### config.mk
export PLATFORM = sky130hd
export DESIGN_NAME = portal_request_deframer_flat
export DESIGN_NICKNAME = d
export VERILOG_FILES = /design/src/rtl/portal_request_deframer_if.sv /design/src/rtl/portal_request_deframer.sv /design/src/flat_wrapper.sv
export SDC_FILE = /design/constraint.sdc
export NUM_CORES = 1
export LEC_CHECK = 0
export ABC_AREA = 0
export BUFFER_PORTS_ARGS = -buffer_cell sky130_fd_sc_hd__buf_4
export CAP_MARGIN = 20
export CORE_UTILIZATION = 40
export CTS_BUF_LIST = sky130_fd_sc_hd__clkbuf_8
export CTS_CLUSTER_DIAMETER = 200
export DETAILED_ROUTE_END_ITERATION = 7
export PLACE_DENSITY = 0.69
export REMOVE_ABC_BUFFERS = 1
export SLEW_MARGIN = 20
export SYNTH_ARGS = -nofsm -noshare
export SYNTH_HDL_FRONTEND = slang
export SYNTH_SLANG_ARGS = --single-unit
export TNS_END_PERCENT = 1
### constraint.sdc
create_clock -name CLK -period 20.1 [get_ports CLK]
set_input_delay 6.03 -clock CLK [delete_from_list [all_inputs] [get_ports CLK]]
set_output_delay 6.03 -clock CLK [all_outputs]
set_load 0.01 [all_outputs]
### src/rtl/portal_request_deframer_if.sv
// Request/delivery bus of the portal request deframer.
// slave  : the deframer itself (accepts beats, presents held messages)
// master : the producer/consumer driving beats in and taking messages out
interface portal_request_deframer_if #(
  parameter int MAX_WORDS = 4
);
  logic [31:0]             message_enq_v;
  logic                    EN_message_enq;
  logic                    RDY_message_enq;
  logic                    message_notFull;
  logic [15:0]             deliver_method;
  logic [4:0]              deliver_len;
  logic [32*MAX_WORDS-1:0] deliver_payload;
  logic                    RDY_deliver;
  logic                    EN_deliver;

  modport slave (
    input  message_enq_v, EN_message_enq, EN_deliver,
    output RDY_message_enq, message_notFull, deliver_method, deliver_len,
           deliver_payload, RDY_deliver
  );

  modport master (
    output message_enq_v, EN_message_enq, EN_deliver,
    input  RDY_message_enq, message_notFull, deliver_method, deliver_len,
           deliver_payload, RDY_deliver
  );
endinterface

### src/rtl/portal_request_deframer.sv
// Portal request deframer: turns a beat stream (header + payload words) into
// whole messages held for a consumer.
// Ports:
//   CLK, RST     clock, asynchronous active-high reset
//   bus (slave)  beat input (message_enq_v/EN/RDY/notFull) and held-message
//                output (deliver_method/len/payload, RDY_deliver/EN_deliver)
//   requests_id  constant PORTAL_ID
//   err_pulse    one-cycle pulse after a malformed header is accepted
//   msg_count    delivered messages (wraps), err_count malformed headers (saturates)
module portal_request_deframer #(
  parameter int unsigned PORTAL_ID   = 5,
  parameter int          MAX_WORDS   = 4,
  parameter int          NUM_METHODS = 4
) (
  input  logic                       CLK,
  input  logic                       RST,
  portal_request_deframer_if.slave   bus,
  output logic [31:0]                requests_id,
  output logic                       err_pulse,
  output logic [31:0]                msg_count,
  output logic [15:0]                err_count
);
  typedef enum logic [1:0] {IDLE, PAYLOAD, HOLD, DRAIN} state_t;

  state_t                      state, nxt;
  logic [15:0]                 method_q;
  logic [4:0]                  len_q;
  logic [4:0]                  widx;
  logic [15:0]                 remain;   // beats still to discard in DRAIN
  logic [MAX_WORDS-1:0][31:0]  payload_q;

  logic        enq_fire, dlv_fire, hdr_bad;
  logic [15:0] hdr_meth, hdr_len;

  assign enq_fire = bus.EN_message_enq && (state != HOLD);
  assign dlv_fire = bus.EN_deliver && (state == HOLD);
  assign hdr_meth = bus.message_enq_v[31:16];
  assign hdr_len  = bus.message_enq_v[15:0];
  assign hdr_bad  = (hdr_len == 16'd0) || (hdr_len > 16'(MAX_WORDS + 1)) ||
                    (hdr_meth >= 16'(NUM_METHODS));

  // All outputs come from flops (state decode counts as registered).
  assign requests_id         = 32'(PORTAL_ID);
  assign bus.RDY_message_enq = (state != HOLD);
  assign bus.message_notFull = bus.RDY_message_enq;
  assign bus.RDY_deliver     = (state == HOLD);
  assign bus.deliver_method  = method_q;
  assign bus.deliver_len     = len_q;
  assign bus.deliver_payload = payload_q;

  always_ff @(posedge CLK or posedge RST) begin
    if (RST) state <= IDLE;
    else     state <= nxt;
  end

  always_comb begin
    nxt = state;
    case (state)
      IDLE: if (enq_fire) begin
        if (hdr_bad)               nxt = (hdr_len > 16'd1) ? DRAIN : IDLE;
        else if (hdr_len == 16'd1) nxt = HOLD;
        else                       nxt = PAYLOAD;
      end
      PAYLOAD: if (enq_fire && (widx == len_q - 5'd1)) nxt = HOLD;
      DRAIN:   if (enq_fire && (remain == 16'd1))      nxt = IDLE;
      HOLD:    if (dlv_fire)                           nxt = IDLE;
      default: nxt = IDLE;
    endcase
  end

  always_ff @(posedge CLK or posedge RST) begin
    if (RST) begin
      method_q  <= '0;
      len_q     <= '0;
      widx      <= '0;
      remain    <= '0;
      payload_q <= '0;
      err_pulse <= 1'b0;
      msg_count <= '0;
      err_count <= '0;
    end else begin
      err_pulse <= 1'b0;
      case (state)
        IDLE: if (enq_fire) begin
          if (hdr_bad) begin
            // Previously delivered message fields are left untouched.
            err_pulse <= 1'b1;
            if (err_count != 16'hFFFF) err_count <= err_count + 16'd1;
            remain <= hdr_len - 16'd1;
          end else begin
            method_q  <= hdr_meth;
            len_q     <= 5'(hdr_len - 16'd1);
            payload_q <= '0;
            widx      <= '0;
          end
        end
        PAYLOAD: if (enq_fire) begin
          for (int i = 0; i < MAX_WORDS; i++)
            if (widx == 5'(i)) payload_q[i] <= bus.message_enq_v;
          widx <= widx + 5'd1;
        end
        DRAIN: if (enq_fire) remain <= remain - 16'd1;
        HOLD:  if (dlv_fire) msg_count <= msg_count + 32'd1;
        default: ;
      endcase
    end
  end
endmodule
### src/flat_wrapper.sv
// flat-port wrapper written by rule: the top's interface ports become plain ports
module portal_request_deframer_flat 
#(
  parameter int unsigned PORTAL_ID   = 5,
  parameter int          MAX_WORDS   = 4,
  parameter int          NUM_METHODS = 4
)
  (CLK, RST, requests_id, err_pulse, msg_count, err_count, bus_message_enq_v, bus_EN_message_enq, bus_EN_deliver, bus_RDY_message_enq, bus_message_notFull, bus_deliver_method, bus_deliver_len, bus_deliver_payload, bus_RDY_deliver);
  portal_request_deframer_if #(.MAX_WORDS(MAX_WORDS)) bus_i ();
  input  logic CLK;
  input  logic RST;
  output logic [31:0] requests_id;
  output logic err_pulse;
  output logic [31:0] msg_count;
  output logic [15:0] err_count;
  input wire logic [$bits(bus_i.message_enq_v)-1:0] bus_message_enq_v;
  input wire logic [$bits(bus_i.EN_message_enq)-1:0] bus_EN_message_enq;
  input wire logic [$bits(bus_i.EN_deliver)-1:0] bus_EN_deliver;
  output wire logic [$bits(bus_i.RDY_message_enq)-1:0] bus_RDY_message_enq;
  output wire logic [$bits(bus_i.message_notFull)-1:0] bus_message_notFull;
  output wire logic [$bits(bus_i.deliver_method)-1:0] bus_deliver_method;
  output wire logic [$bits(bus_i.deliver_len)-1:0] bus_deliver_len;
  output wire logic [$bits(bus_i.deliver_payload)-1:0] bus_deliver_payload;
  output wire logic [$bits(bus_i.RDY_deliver)-1:0] bus_RDY_deliver;
  assign bus_i.message_enq_v = bus_message_enq_v;
  assign bus_i.EN_message_enq = bus_EN_message_enq;
  assign bus_i.EN_deliver = bus_EN_deliver;
  assign bus_RDY_message_enq = bus_i.RDY_message_enq;
  assign bus_message_notFull = bus_i.message_notFull;
  assign bus_deliver_method = bus_i.deliver_method;
  assign bus_deliver_len = bus_i.deliver_len;
  assign bus_deliver_payload = bus_i.deliver_payload;
  assign bus_RDY_deliver = bus_i.RDY_deliver;
  portal_request_deframer #(.PORTAL_ID(PORTAL_ID), .MAX_WORDS(MAX_WORDS), .NUM_METHODS(NUM_METHODS)) u_core (.CLK(CLK), .RST(RST), .bus(bus_i), .requests_id(requests_id), .err_pulse(err_pulse), .msg_count(msg_count), .err_count(err_count));
endmodule
Word-level counts from Yosys, hierarchy flattened
Index checks and enable logic that the tools add are counted.
{ "word_totals": {"reg_bits": 221, "word_cells": 93, "out_inout_bits": 233, "in_bits": 36} }
{ "op_classes": {"order_cmp": 3, "eq_ne": 23, "addsub": 6, "mux": 27, "n_bitwise": 1, "reduce_logical": 21} }
{ "ops": {"columns": ["operator", "count"], "rows": [
  ["128-bit two-way mux", 3],
  ["128-bit case mux with 2 select lines", 1],
  ["32-bit two-way mux", 4],
  ["16-bit two-way mux", 3],
  ["32-bit by 1-bit adder with 32-bit output, second input constant", 1],
  ["16-bit by 1-bit equality test with 1-bit output, second input constant", 2],
  ["16-bit case mux with 2 select lines", 1],
  ["16-bit by 1-bit subtractor with 16-bit output, second input constant", 2],
  ["2-bit by 1-bit inequality test with 1-bit output, second input constant", 11],
  ["5-bit AND reduction", 4],
  ["16-bit by 1-bit adder with 16-bit output, second input constant", 1],
  ["16-bit by 3-bit greater-or-equal comparator with 1-bit output, second input constant", 1],
  ["16-bit by 1-bit greater-than comparator with 1-bit output, second input constant", 1],
  ["16-bit by 3-bit greater-than comparator with 1-bit output, second input constant", 1],
  ["16-bit logical NOT", 1],
  ["16-bit inequality test, second input constant", 1],
  ["4-bit AND reduction", 4],
  ["5-bit two-way mux", 3],
  ["2-bit two-way mux", 7],
  ["5-bit by 2-bit equality test with 1-bit output, second input constant", 2],
  ["5-bit case mux with 2 select lines", 1],
  ["2-bit case mux with 4 select lines", 1],
  ["5-bit by 1-bit adder with 5-bit output, second input constant", 1],
  ["5-bit by 1-bit equality test with 1-bit output, second input constant", 1],
  ["14 further kinds", 23]
]} }

Logic depth before layout (Yosys ltp)
{ "logic_depth": {"depth_word": 6, "ltp_mapped": 12} }

Worst setup path before layout
Ideal clock, no wire load.
{ "synth_path": {"path_type": "in2reg", "start": "input port bus_message_enq_v[0]", "end": "register u_core.remain[13]", "setup_ns": 0.129, "slack_ns": 12.041, "stages": 12, "arrival_time_ns": 7.930, "cell_sequence": "clkbuf_1 inv_1 ha_1 nor3b_1 a21oi_1 nor4b_4 nand2b_1 buf_4 inv_2 buf_6 a311oi_1 a21oi_1"} }
{ "synth_between": {"elab_chain_len": 5, "word_cells_on_any_way": 10, "classes_between": "add/sub: 1; order compare: 1; eq/ne: 1; mux: 3; reduce/logical: 4"} }
{ "synth_rtl": {"columns": ["item", "line", "text"], "rows": [
  ["from (decl)", "flat_wrapper.sv:16", "input wire logic [$bits(bus_i.message_enq_v)-1:0] bus_message_enq_v;"],
  ["16-bit by 3-bit greater-than comparator with 1-bit output or 16-bit logical NOT (tied branches)", "portal_request_deframer.sv:39", "assign hdr_bad = (hdr_len == 16'd0) || (hdr_len > 16'(MAX_WORDS + 1)) ||"],
  ["1-bit logical OR (2 in a row)", "portal_request_deframer.sv:39", null],
  ["2-bit by 1-bit inequality test with 1-bit output (no source line)", null, null],
  ["4-bit AND reduction (no source line)", null, null],
  ["to (signal assigned)", "portal_request_deframer.sv:89", "remain <= hdr_len - 16'd1;"],
  ["to (signal assigned)", "portal_request_deframer.sv:102", "DRAIN: if (enq_fire) remain <= remain - 16'd1;"],
  ["to (decl)", "portal_request_deframer.sv:29", "logic [15:0] remain;"]
]} }
Parallel ways exist; a longest one is shown, timed or not. The select of a mux whose other input is x is not followed.
A chain may end at the register's enable or synchronous reset.

Worst setup path in the final report
{ "layout_path": {"start": "input port bus_message_enq_v[4]", "end": "register u_core.remain[8]"} }
The elaborated chain is that of the path after synthesis.

==> reports/results.txt <==
Result of the run -> finished clean
Clock Tree Buf Depth -> 3
Diode count -> 0
Power per cell area -> 116 mW/mm²
CP Depth -> 8
Post-synth top area share -> 56.8%
R2r worst-path depth -> 6
Crit Path Category -> input pin to flop
Hold Slack -> 0.472 ns
Synth Area in Compound Gates -> 17.1%
Filler Cell Count -> 2125
Critical path origin -> bus_message_enq_v[4]
Crit Path Max Fanout -> 16
Worst path required time -> 20.48 ns
Die height -> 158 µm
Post-Synthesis Cells -> 819
Post-DP HPWL -> 17.2 mm
Initial Util -> 41.1%
First-pass GRT wire length -> 42.0 mm
Vias -> 7604
CP Buf/Inv Count -> 2
Yosys reg bits -> 221
Cell variety after synth -> 57
DIE AREA -> 0.0250 mm²
Boundary pin count -> 269
Cts hold-fix bufs -> 0
CTS tree -> yes
First DRT Iteration DRCs -> 463
Post-CTS sizing -> 0
Final Hold Vio Count -> 0
H-tree depth -> 2
Skew final -> 0.0232 ns
Pin count of the biggest net entering global routing -> 147
Setup TNS -> 0 ns
Power, Total -> 1.43 mW
CP cell instances -> buf_4 > nor4_4 > nand3_2 > nor4b_4 > nand2b_1 > inv_2 > nor2_1 > o21ai_0
Final critical-path share of the clock period -> 41.2%
Top_reg_cell synth -> dfrtp_1
Post-CTS setup buffer count -> 0
Synth Warn # -> 0
Sink Count -> 221
Fmax -> 121 MHz
Reg2reg end -> u_core.bus.deliver_payload[15]$_DFFE_PP0P_
Crit path DAT -> 8.67 ns
Post-synthesis mux area share -> 0.772%
Min Tclk post-route -> 8.29 ns
Register area share after synthesis -> 56.8%
Top delay family on crit path -> simple AND/OR/NAND/NOR gates
Root Buffer -> clkbuf_8
Fraction of registers with async set/reset -> 100%
Antenna-violating nets left -> 0
Critical Path End Type -> flop
Top-count cell post-synth -> dfrtp_1
Area growth from synthesis to layout -> 27.1%
Max Cap Viol -> 0
IO Port Bufs -> 236
Layout cells sized above 1 -> 30.2%
Routed length per instance -> 19.3 µm
Post-Syn Area -> 0.00973 mm²
Synthesized-area fraction occupied by and/or/nand/nor cells -> 12.1%
Xor/xnor share of the synthesized area -> 5.67%
Max-slew headroom -> 25.0%
Area leader, netlist -> dfrtp_1
Worst r2r src -> u_core.state[0]$_DFFE_PP0P_
Largest family of logic cells by synthesized area -> compound AO/OA/AOI/OAI gates
Clk_lat worst skew -> 0.55 ns
DRC -> 0
Initial antenna violation count -> 0
CP max stage cell -> nand2b_1
Worst-margin pin slew -> 1.12 ns
Nets -> 1086
CP endpoint -> u_core.remain[8]$_DFFE_PP0P_
R2R Setup Slk -> 17.55 ns
GRT overflow -> 0
Max VDD drop -> 71.3 µV
Avg Cell Area, Syn -> 11.9 µm²
GR Util All Layers -> 21.7%
Utilization after layout -> 52.2%
Vias in the first global route -> 7523
Final setup fails -> 0
Rows -> 56
Core area -> 0.0237 mm²
Top post-synthesis cells by area -> dfrtp_1, a32o_1, xnor2_1, a22o_1, buf_4
Startpoint types -> input pin
Leakage -> 6.02 nW
Slew Viols, Final -> 0
EDFF count, synth -> 0
Die X -> 158 µm
Via density -> 5.49
Clk slew on worst S/H paths -> 0.06 ns
Adder-cell area share of the yosys netlist -> 1.41%
Routed wire length -> 26.7 mm
Critical path's largest stage delay -> 0.53 ns
DRT Pass-1 Iters -> 5
Placer Congestion -> 0.823
Num CTS Buffers -> 39
RSZ-0062 raised after global routing -> false
Post-synth top cells -> dfrtp_1, a32o_1, xnor2_1, nand2_1, clkbuf_1
HP Class -> flop to flop
metrics by stage:
stage          setup WS, ns  cell area, µm²  cells
5_1_grt               11.54           12400   1384
6_report              11.81           12400   1384
2_1_floorplan          8.02            9310    752
3_5_place_dp          11.25           11600   1316
3_3_place_gp          11.30           11600   1316
4_1_cts               11.85           12300   1383
layout by cell type, fill, tap and decap left out, drive strengths merged, types with 13 or more instances in the layout:
master / count
nand4: 15
xnor2: 44
clkbuf: 48
o21ai: 13
a32o: 96
inv: 26
buf: 246
nor2b: 17
a21oi: 14
xor2: 19
dfrtp: 221
nor3: 19
a22o: 36
nand2: 43
nand3: 30
conb: 32
nor2: 33
state kept, by name, indices dropped and copies added, names as in the netlist:
| register | cells |
|---|---|
| u_core.remain | 16 |
| u_core.state | 2 |
| u_core.bus.deliver_len | 5 |
| u_core.err_pulse | 1 |
| u_core.bus.deliver_payload | 128 |
| u_core.err_count | 16 |
| u_core.widx | 5 |
| u_core.bus.deliver_method | 16 |
| u_core.msg_count | 32 |
how the worst min path moves through the flow:
| stage | startpoint | end | slack (ns) | cells after the start |
|---|---|---|---|---|
| 2_1_floorplan | u_core.msg_count[31]$_DFFE_PP0P_ | u_core.msg_count[31]$_DFFE_PP0P_ | 0.51 | 1 |
| 3_3_place_gp | u_core.msg_count[31]$_DFFE_PP0P_ | u_core.msg_count[31]$_DFFE_PP0P_ | 0.46 | 1 |
| 3_5_place_dp | u_core.msg_count[31]$_DFFE_PP0P_ | u_core.msg_count[31]$_DFFE_PP0P_ | 0.47 | 1 |
| 4_1_cts | u_core.msg_count[31]$_DFFE_PP0P_ | u_core.msg_count[31]$_DFFE_PP0P_ | 0.48 | 1 |
| 5_1_grt | u_core.msg_count[31]$_DFFE_PP0P_ | u_core.msg_count[31]$_DFFE_PP0P_ | 0.50 | 1 |
| 6_report | u_core.msg_count[31]$_DFFE_PP0P_ | u_core.msg_count[31]$_DFFE_PP0P_ | 0.47 | 1 |
where the power goes:
group          leakage [nW]  switching, mW  internal, mW  total (mW)
combinational          2.63          0.196         0.199       0.395
clock                 0.436          0.187         0.217       0.404
sequential             2.95         0.0885         0.545       0.633
per-layer routing:
| metal | vias up | global-route usage, % | routed length, µm |
|---|---|---|---|
| li1 | 3424 | - | - |
| met3 | 36 | 7.50 | 2610 |
| met1 | 3831 | 28.4 | 11500 |
| met2 | 313 | 33.9 | 12200 |
| met4 | 0 | 6.09 | 468 |
| met5 | - | 0 | 0 |
logic make-up after synthesis:
kind of cell	count (synthesis)
flops	221
simple gates	214
mux	7
buf+inv	111
other cells	2
compound gates	190
fa+ha+maj	11
xor+xnor	63
layout make-up:
type | count | area [µm²] | area share, %
tap | 319 | 399 | 3.23
multi-input combinational | 517 | 3750 | 30.3
clock buffer | 48 | 661 | 5.34
inverter | 14 | 65.1 | 0.526
sequential | 221 | 5530 | 44.7
timing repair buffer | 246 | 1870 | 15.1
clock inverter | 19 | 96.3 | 0.779
Power figures use the tool's default switching activity.
